File: src/rtl/alu_pkg.sv
// Shared definitions for the ALU issue/writeback controller: widths, opcodes,
// flag bit positions and controller state encoding.
package alu_pkg;

  localparam int unsigned DATA_W   = 8;
  localparam int unsigned NUM_REGS = 4;
  localparam int unsigned REG_AW   = $clog2(NUM_REGS);
  localparam int unsigned INSTR_W  = 16;

  // Opcodes carried in instr[15:12]; also driven straight onto the ALU op bus.
  localparam logic [3:0] OP_NOP   = 4'b0000;
  localparam logic [3:0] OP_ADD   = 4'b0001;
  localparam logic [3:0] OP_LDI   = 4'b0010;
  localparam logic [3:0] OP_HALT  = 4'b1110;
  localparam logic [3:0] OP_SHOWR = 4'b1111;

  // Bit positions inside flags_q = {CF, ZF, SF, OF}.
  localparam int unsigned FLAG_CF = 3;
  localparam int unsigned FLAG_ZF = 2;
  localparam int unsigned FLAG_SF = 1;
  localparam int unsigned FLAG_OF = 0;

  // Controller states.
  typedef logic [1:0] state_t;
  localparam state_t ST_IDLE   = 2'd0;
  localparam state_t ST_ISSUE  = 2'd1;
  localparam state_t ST_WB     = 2'd2;
  localparam state_t ST_HALTED = 2'd3;

endpackage

File: src/rtl/alu_regfile.sv
// Small register file: two asynchronous read ports, one synchronous write
// port, asynchronous clear to zero.
module alu_regfile #(
  parameter int unsigned NUM_REGS = 4,
  parameter int unsigned DATA_W   = 8,
  parameter int unsigned AW       = $clog2(NUM_REGS)
) (
  input  logic              clock,
  input  logic              reset_n,
  input  logic [AW-1:0]     raddr_a,
  output logic [DATA_W-1:0] rdata_a,
  input  logic [AW-1:0]     raddr_b,
  output logic [DATA_W-1:0] rdata_b,
  input  logic              we,
  input  logic [AW-1:0]     waddr,
  input  logic [DATA_W-1:0] wdata
);

  logic [DATA_W-1:0] mem [NUM_REGS];

  // Storage: cleared asynchronously, written on the rising edge when enabled.
  always_ff @(posedge clock or negedge reset_n) begin
    if (!reset_n) begin
      for (int i = 0; i < int'(NUM_REGS); i++) begin
        mem[i] <= '0;
      end
    end else if (we) begin
      mem[waddr] <= wdata;
    end
  end

  assign rdata_a = mem[raddr_a];
  assign rdata_b = mem[raddr_b];

endmodule

File: src/rtl/alu_issue_ctrl.sv
// Instruction issue/writeback controller for a combinational 8-bit ALU.
// Accepts 16-bit instructions in IDLE, issues ADD/SHOWR to the ALU on the
// falling edge, writes back on the rising edge two edges after acceptance.
// Build option: define ALU_CTRL_HALT_EN to make opcode 1110 a sticky HALT;
// otherwise 1110 is treated as an illegal opcode.
module alu_issue_ctrl
  import alu_pkg::*;
(
  input  logic               clock,
  input  logic               reset_n,
  input  logic               instr_valid,
  input  logic [INSTR_W-1:0] instr,
  output logic               instr_ready,
  output logic [DATA_W-1:0]  alu_in1,
  output logic [DATA_W-1:0]  alu_in2,
  output logic [3:0]         alu_op,
  input  logic [DATA_W-1:0]  alu_res,
  input  logic               alu_cf,
  input  logic               alu_zf,
  input  logic               alu_sf,
  input  logic               alu_of,
  output logic [3:0]         flags_q,
  output logic [DATA_W-1:0]  show_data,
  output logic               show_valid,
  output logic               busy,
  output logic               illegal
);

  state_t state_q, state_d;

  // Latched fields of the accepted instruction.
  logic [3:0]        op_q;
  logic [REG_AW-1:0] rd_q, rs_q;

  // Fields of the instruction currently offered.
  logic [3:0]        in_op;
  logic [REG_AW-1:0] in_rd, in_rs;
  logic [DATA_W-1:0] in_imm;

  logic              rf_we;
  logic [REG_AW-1:0] rf_waddr;
  logic [DATA_W-1:0] rf_wdata;
  logic [DATA_W-1:0] rf_rdata_a, rf_rdata_b;

  logic       accept;
  logic       illegal_d;
  logic       show_valid_d;
  logic       flags_we;
  logic [3:0] alu_flags;

  assign in_op  = instr[15:12];
  assign in_rd  = instr[11:10];
  assign in_rs  = instr[9:8];
  assign in_imm = instr[7:0];

  assign instr_ready = (state_q == ST_IDLE);
  assign busy        = ~instr_ready;
  assign accept      = instr_ready & instr_valid;

  // Pack ALU flags into the architectural flag layout.
  always_comb begin
    alu_flags          = '0;
    alu_flags[FLAG_CF] = alu_cf;
    alu_flags[FLAG_ZF] = alu_zf;
    alu_flags[FLAG_SF] = alu_sf;
    alu_flags[FLAG_OF] = alu_of;
  end

  alu_regfile #(
    .NUM_REGS (NUM_REGS),
    .DATA_W   (DATA_W),
    .AW       (REG_AW)
  ) u_regfile (
    .clock   (clock),
    .reset_n (reset_n),
    .raddr_a (rd_q),
    .rdata_a (rf_rdata_a),
    .raddr_b (rs_q),
    .rdata_b (rf_rdata_b),
    .we      (rf_we),
    .waddr   (rf_waddr),
    .wdata   (rf_wdata)
  );

  // Next-state, decode and writeback control.
  always_comb begin
    state_d      = state_q;
    rf_we        = 1'b0;
    rf_waddr     = rd_q;
    rf_wdata     = alu_res;
    illegal_d    = 1'b0;
    show_valid_d = 1'b0;
    flags_we     = 1'b0;
    unique case (state_q)
      ST_IDLE: begin
        if (instr_valid) begin
          case (in_op)
            OP_NOP: ;
            OP_ADD, OP_SHOWR: state_d = ST_ISSUE;
            OP_LDI: begin
              // LDI bypasses the ALU and writes on the accepting edge.
              rf_we    = 1'b1;
              rf_waddr = in_rd;
              rf_wdata = in_imm;
            end
`ifdef ALU_CTRL_HALT_EN
            OP_HALT: state_d = ST_HALTED;
`endif
            default: illegal_d = 1'b1;
          endcase
        end
      end
      ST_ISSUE: state_d = ST_WB;
      ST_WB: begin
        state_d = ST_IDLE;
        // Only ADD and SHOWR ever reach writeback.
        if (op_q == OP_ADD) begin
          rf_we    = 1'b1;
          flags_we = 1'b1;
        end else begin
          show_valid_d = 1'b1;
        end
      end
      ST_HALTED: state_d = ST_HALTED;
      default:   state_d = ST_IDLE;
    endcase
  end

  // Rising-edge state: FSM, instruction latch, flags, SHOWR output, pulses.
  always_ff @(posedge clock or negedge reset_n) begin
    if (!reset_n) begin
      state_q    <= ST_IDLE;
      op_q       <= OP_NOP;
      rd_q       <= '0;
      rs_q       <= '0;
      flags_q    <= '0;
      show_data  <= '0;
      show_valid <= 1'b0;
      illegal    <= 1'b0;
    end else begin
      state_q    <= state_d;
      show_valid <= show_valid_d;
      illegal    <= illegal_d;
      if (accept) begin
        op_q <= in_op;
        rd_q <= in_rd;
        rs_q <= in_rs;
      end
      if (flags_we) begin
        flags_q <= alu_flags;
      end
      if (show_valid_d) begin
        show_data <= alu_res;
      end
    end
  end

  // Falling-edge ALU drive: operands are presented while clock is low so the
  // ALU settles before writeback samples it. Held through WB, then the op
  // drops to NOP so an identical next instruction re-triggers evaluation.
  always_ff @(negedge clock or negedge reset_n) begin
    if (!reset_n) begin
      alu_in1 <= '0;
      alu_in2 <= '0;
      alu_op  <= OP_NOP;
    end else if (state_q == ST_ISSUE || state_q == ST_WB) begin
      alu_in1 <= rf_rdata_a;
      alu_in2 <= rf_rdata_b;
      alu_op  <= op_q;
    end else begin
      alu_op  <= OP_NOP;
    end
  end

endmodule

File: config.mk
export PLATFORM = sky130hd
export DESIGN_NAME = alu_issue_ctrl
export DESIGN_NICKNAME = d
export VERILOG_FILES = /design/src/rtl/alu_pkg.sv /design/src/rtl/alu_regfile.sv /design/src/rtl/alu_issue_ctrl.sv
export SDC_FILE = /design/constraint.sdc
export NUM_CORES = 1
export LEC_CHECK = 0
export ABC_AREA = 1
export BUFFER_PORTS_ARGS = -buffer_cell sky130_fd_sc_hd__buf_2
export CAP_MARGIN = 30
export CORE_ASPECT_RATIO = 0.9
export CORE_UTILIZATION = 52
export DETAILED_ROUTE_END_ITERATION = 7
export GPL_ROUTABILITY_DRIVEN = 0
export PLACE_DENSITY = 0.83
export SYNTH_ARGS = -nofsm -noshare
export SYNTH_HDL_FRONTEND = slang
export SYNTH_HIERARCHICAL = 1
export SYNTH_SLANG_ARGS = --single-unit
File: constraint.sdc
create_clock -name clock -period 5.01 [get_ports clock]
set_input_delay 1.002 -clock clock [delete_from_list [all_inputs] [get_ports clock]]
set_output_delay 1.002 -clock clock [all_outputs]
set_load 0.1 [all_outputs]
==> impl_metrics.json, run 1 <==
{
  "die_w_um": 94.1,
  "grt_pass1_wl_mm": 16.2,
  "clkTransAtPathRegs_ns": 0.05,
  "synth.most_common_cell": "nand2_1",
  "max_stage_delay_ns": 0.43,
  "hold_path.class": "register to register",
  "yosysSeqAreaShare_pct": 47.9,
  "cts_buffer_depth": 2,
  "relSlewSlack_pct": 35.9,
  "area_delta_synth_final_pct": 14.3,
  "hold_buffers": 0,
  "core_um2": 7220,
  "clkLatencyLatePin_ns": 0.36,
  "hold_start": "alu_in2[6]",
  "ant_nets": 0,
  "yosysTopAreaCellShare_pct": 35.3,
  "diodes": 0,
  "numPortBuffers": 66,
  "grt_pass1_vias": 3478,
  "synthSimpleGateAreaFrac_pct": 34.7,
  "drive_above_1_share_pct": 19.9,
  "r2r-start": "rd_q[0]",
  "finalHoldViolations": 0,
  "row_count": 29,
  "cts_tree": "built",
  "clock_sinks": 76,
  "finalSetupViolCount": 0,
  "synth_edf_count": 0,
  "maxCapViolations": 0,
  "dp_hpwl_mm": 6.57,
  "hold-path-endpoint": "alu_in2[6]",
  "nFillCells": 641,
  "vias": 3545,
  "max_slew.worst_pin.slew_ns": 0.962,
  "first_pass_iters": 5,
  "yosysUniqueCellTypes": 28,
  "crit_family": "buffers and inverters",
  "crit_type": "register to output pin",
  "slowest_stage": "buf_2",
  "r2r_slack_ns": 0.88,
  "post_cts_resized": 0,
  "critPathArrivalTime_ns": 3.68,
  "post_drt_wl_per_cell_um": 13.9,
  "hold_ws_ns": 0.414,
  "multiInputGateArea_um2": 1660,
  "numCtsBuffers": 9,
  "reg2reg_depth": 6,
  "synth_nets": 558,
  "reg2reg_to": "alu_in1[1]",
  "dieArea_um2": 8000,
  "clock-skew-final_ns": 0.0252,
  "async_reset_ff_share_pct": 100,
  "route.detailed.drc": 0,
  "ys_warn_count": 6,
  "synth_adder_area_share_pct": 1.26,
  "cp-end-kind": "output pin",
  "synth-seq-cells": 76,
  "root_buffer": "clkbuf_8",
  "crit_fanout": 2,
  "synthTopCellsByCount": "nand2_1 (235), inv_1 (65), dfrtp_1 (56), nand3_1 (44), o21ai_0 (25)",
  "outcome": "complete, no violations",
  "synthMuxAreaShare_pct": 0,
  "startpoint_type": "register",
  "overflow": 0,
  "regArea_um2": 1900,
  "post_cts_buffers": 0,
  "hold-path-cell-count": 2,
  "first_iter_violations": 337,
  "floorplan.initialDensity_pct": 55.0,
  "timing.setup.tns_ns": 0,
  "viasPerCell": 5.20,
  "die_h_um": 84.9,
  "syn_inst": 523,
  "grt_max_degree": 38,
  "syn_area_um2": 3970,
  "synth_top_family_by_area": "simple AND/OR/NAND/NOR gates",
  "yosys_most_used_dff": "dfrtp_1",
  "track_usage_pct": 26.3,
  "synth-xor-area-share_pct": 0,
  "synth_compound_area_share_pct": 5.64,
  "required_ns": 4.01,
  "final_max_slew_viol_count": 0,
  "antenna_found_initial": 0,
  "crit_buf_inv": 1,
  "finalNetCount": 619,
  "syn_avg_cell_area_um2": 7.60,
  "ios": 67,
  "synth_area_leaders": "dfrtp_1 (35%), nand2_1 (22%), dfrtn_1 (13%), inv_1 (6.1%), nand3_1 (5.5%)",
  "path_cells": "buf_2",
  "rsz0062_at_grt": "no",
  "htreeDepth": 3,
  "synth_area_leader_cell": "dfrtp_1",
  "routed_wl_mm": 9.47
}
==> registers in the layout (all words and copies together), names as in the netlist <==
name and cells:
op_q 4, rs_q 2, alu_op 4, alu_in2 8, flags_q 4, u_regfile/mem 32, show_data 8, alu_in1 8
illegal 1, rd_q 2, state_q 2, show_valid 1
==> cells by family after synthesis <==
family	count (synthesis)
adder cells (fa/ha/maj)	4
AND/OR/NAND/NOR	314
AO/OA/AOI/OAI	37
flip-flops	76
buffers and inverters	92
==> area by class of cell <==
class / instances / share of cell area (%)
Clock buffer: 14 / 4.77
Multi-Input combinational cell: 355 / 36.5
Tap cell: 93 / 2.56
Clock inverter: 2 / 0.220
Sequential cell: 76 / 41.9
Timing Repair Buffer: 71 / 8.15
Inverter: 71 / 5.92
==> worst max-delay path by stage <==
stage               slack [ns]         end  startpoint  depth (start not counted)
floorplan                 0.54  alu_in1[0]  alu_in1[0]                          0
global placement          0.70  alu_in2[3]  alu_in2[3]                          1
detailed placement        0.67  alu_in2[5]  alu_in2[5]                          1
CTS                       0.31  alu_in2[5]  alu_in2[5]                          1
global route              0.29  alu_in2[5]  alu_in2[5]                          1
finish                    0.33  alu_in2[5]  alu_in2[5]                          1
==> per-stage QoR <==
stage	util, %	setup WS [ns]	instances	cell area [um^2]
after floorplan	-	0.540	523	3970
after global routing	62.9	0.290	682	4540
after detailed placement	59.8	0.672	666	4320
after CTS	62.9	0.308	682	4540
final	62.9	0.330	682	4540
after global placement	59.8	0.702	666	4320
==> per-layer routing <==
layer  wire (um)  global-route usage (%)  vias up
met5           0                       0        -
met4         152                    9.09        0
met3         700                    4.57       15
met2        4460                    43.0      152
met1        4150                    35.2     1643
li1            -                       -     1735
==> placed cells by master (no fill, tap or decap), types with 2 or more instances in the layout <==
cell,synthesis,layout
a21oi_2,2,2
nand4_1,16,16
nand2_4,2,2
o21ai_0,25,25
dfrtn_1,20,20
nand3_1,44,44
nor2_1,4,4
nand3_4,3,3
inv_2,4,4
clkinv_2,0,2
o21ai_2,8,8
inv_1,65,65
clkbuf_16,0,3
buf_2,4,65
buf_4,8,6
clkbuf_8,0,10
nand2_1,235,235
ha_1,4,4
nor2_2,2,2
dfrtp_1,56,56
nand2_2,4,4
Power of run 1 is left out: the tool's default activity adds up to more than one toggle a clock period on the data nets, which glitch-free logic cannot reach.
==> inputs of run 2 (changes only) <==
==> constraint.sdc (replaced) <==
create_clock -name clock -period 5.8 [get_ports clock]
set_input_delay 1.16 -clock clock [delete_from_list [all_inputs] [get_ports clock]]
set_output_delay 1.16 -clock clock [all_outputs]
set_load 0.1 [all_outputs]
==> run 2 against run 1 <==
Largest cell class unchanged. Clock-buffer cell count up 1. Cell count down 0.29%. Via count up 0.45%. Critical path type unchanged. Highest routed layer unchanged. Clock skew down 0.0034 ns.
==> impl_metrics.json, run 2 (same netlist as run 1, synthesis figures left out) <==
{
  "post_cts_resized": 0,
  "dp_hpwl_mm": 6.57,
  "reg2reg_depth": 5,
  "cts_buffer_depth": 2,
  "setup_slack_ns": 0.546,
  "grt_pass1_vias": 3555,
  "relSlewSlack_pct": 37.7,
  "pre_cts_slack_ns": 0.790,
  "clock_sinks": 76,
  "core_um2": 7220,
  "busiest_layer": "met2",
  "overflow": 0,
  "slowest_stage": "buf_2",
  "track_usage_pct": 26.6,
  "r2r-start": "state_q[0]",
  "ant_nets": 0,
  "grtUsageMet2_pct": 41.3,
  "post_drt_wl_per_cell_um": 13.9,
  "startpoint_type": "register",
  "rsz0062_at_grt": "no",
  "viasPerCell": 5.24,
  "grtUsageMet3_pct": 6.99,
  "layout_commonest_cell": "nand2_1",
  "required_ns": 4.64,
  "numCtsBuffers": 9,
  "use_met1_pct": 35.5,
  "finalHoldViolations": 0,
  "crit_buf_inv": 1,
  "timing.setup.tns_ns": 0,
  "critPathArrivalTime_ns": 4.09,
  "dieArea_um2": 8000,
  "clkLatencyLatePin_ns": 0.35,
  "r2r_slack_ns": 0.77,
  "vias": 3561,
  "cp-end-kind": "output pin",
  "outcome": "complete, no violations",
  "crit_fanout": 2,
  "drive_above_1_share_pct": 19.4,
  "max_flop_register": "u_regfile/mem",
  "route.detailed.drc": 0,
  "hold_buffers": 0,
  "post_cts_buffers": 0,
  "antenna_found_initial": 0,
  "die_h_um": 84.9,
  "grt_pass1_wl_mm": 16.4,
  "cp-endpoint": "alu_in2[7]",
  "htreeDepth": 3,
  "largest_reg_flops": 32,
  "max_stage_delay_ns": 0.43,
  "nFillCells": 632,
  "finalSetupViolCount": 0,
  "startpoint": "alu_in2[7]",
  "routed_wl_mm": 9.43,
  "cts_tree": "built",
  "root_buffer": "clkbuf_8",
  "crit_type": "register to output pin",
  "grt_max_degree": 48,
  "clock-skew-final_ns": 0.0218,
  "finalNetCount": 617,
  "max_slew.worst_pin.slew_ns": 0.934,
  "first_pass_iters": 5,
  "final_max_slew_viol_count": 0,
  "maxCapViolations": 0,
  "floorplan.initialDensity_pct": 55.0,
  "hold_path.class": "register to register",
  "final_cell_mix": "nand2_1 (235), inv_1 (65), buf_2 (65)",
  "fin_util_pct": 62.7,
  "clkTransAtPathRegs_ns": 0.05,
  "ios": 67,
  "first_iter_violations": 358,
  "diodes": 0,
  "path_cells": "buf_2",
  "cp.depth": 1,
  "crit_family": "buffers and inverters",
  "numPortBuffers": 66,
  "reg2reg_to": "alu_in1[1]",
  "area_delta_synth_final_pct": 13.9,
  "row_count": 29,
  "die_w_um": 94.1
}
[run 2: how the worst min path moves through the flow]
stage | start | end | cells past startpoint | slack [ns]
after floorplan | u_regfile/mem[10] | u_regfile/mem[10] | 2 | 0.44
after global placement | alu_in2[5] | alu_in2[5] | 2 | 0.41
after detailed placement | alu_in2[4] | alu_in2[4] | 2 | 0.42
after CTS | alu_in2[4] | alu_in2[4] | 2 | 0.42
after global routing | alu_in2[1] | alu_in2[1] | 2 | 0.43
final | alu_in2[4] | alu_in2[4] | 2 | 0.42
[run 2: routing by layer]
metal / up-vias / wire length (um)
met5: - / 0
met4: 0 / 174
met3: 19 / 750
met2: 157 / 4380
met1: 1644 / 4130
li1: 1741 / -
[run 2: metrics by stage]
step	hold WS [ns]	instance area [um^2]	cells
6_report	0.415	4530	680
2_1_floorplan	0.442	3970	523
3_5_place_dp	0.418	4300	664
3_3_place_gp	0.413	4300	664
5_1_grt	0.430	4530	680
4_1_cts	0.420	4530	680
[run 2: cell type report]
cell class	count	area (um^2)	share of cell area, %
clock buffers	15	220	4.86
inverters	71	269	5.94
repair buffers	69	355	7.85
well taps	93	116	2.57
flip-flops and latches	76	1900	42.0
clock inverters	1	6.26	0.138
multi-input cells	355	1660	36.6
Power of run 2 is left out for the same reason.
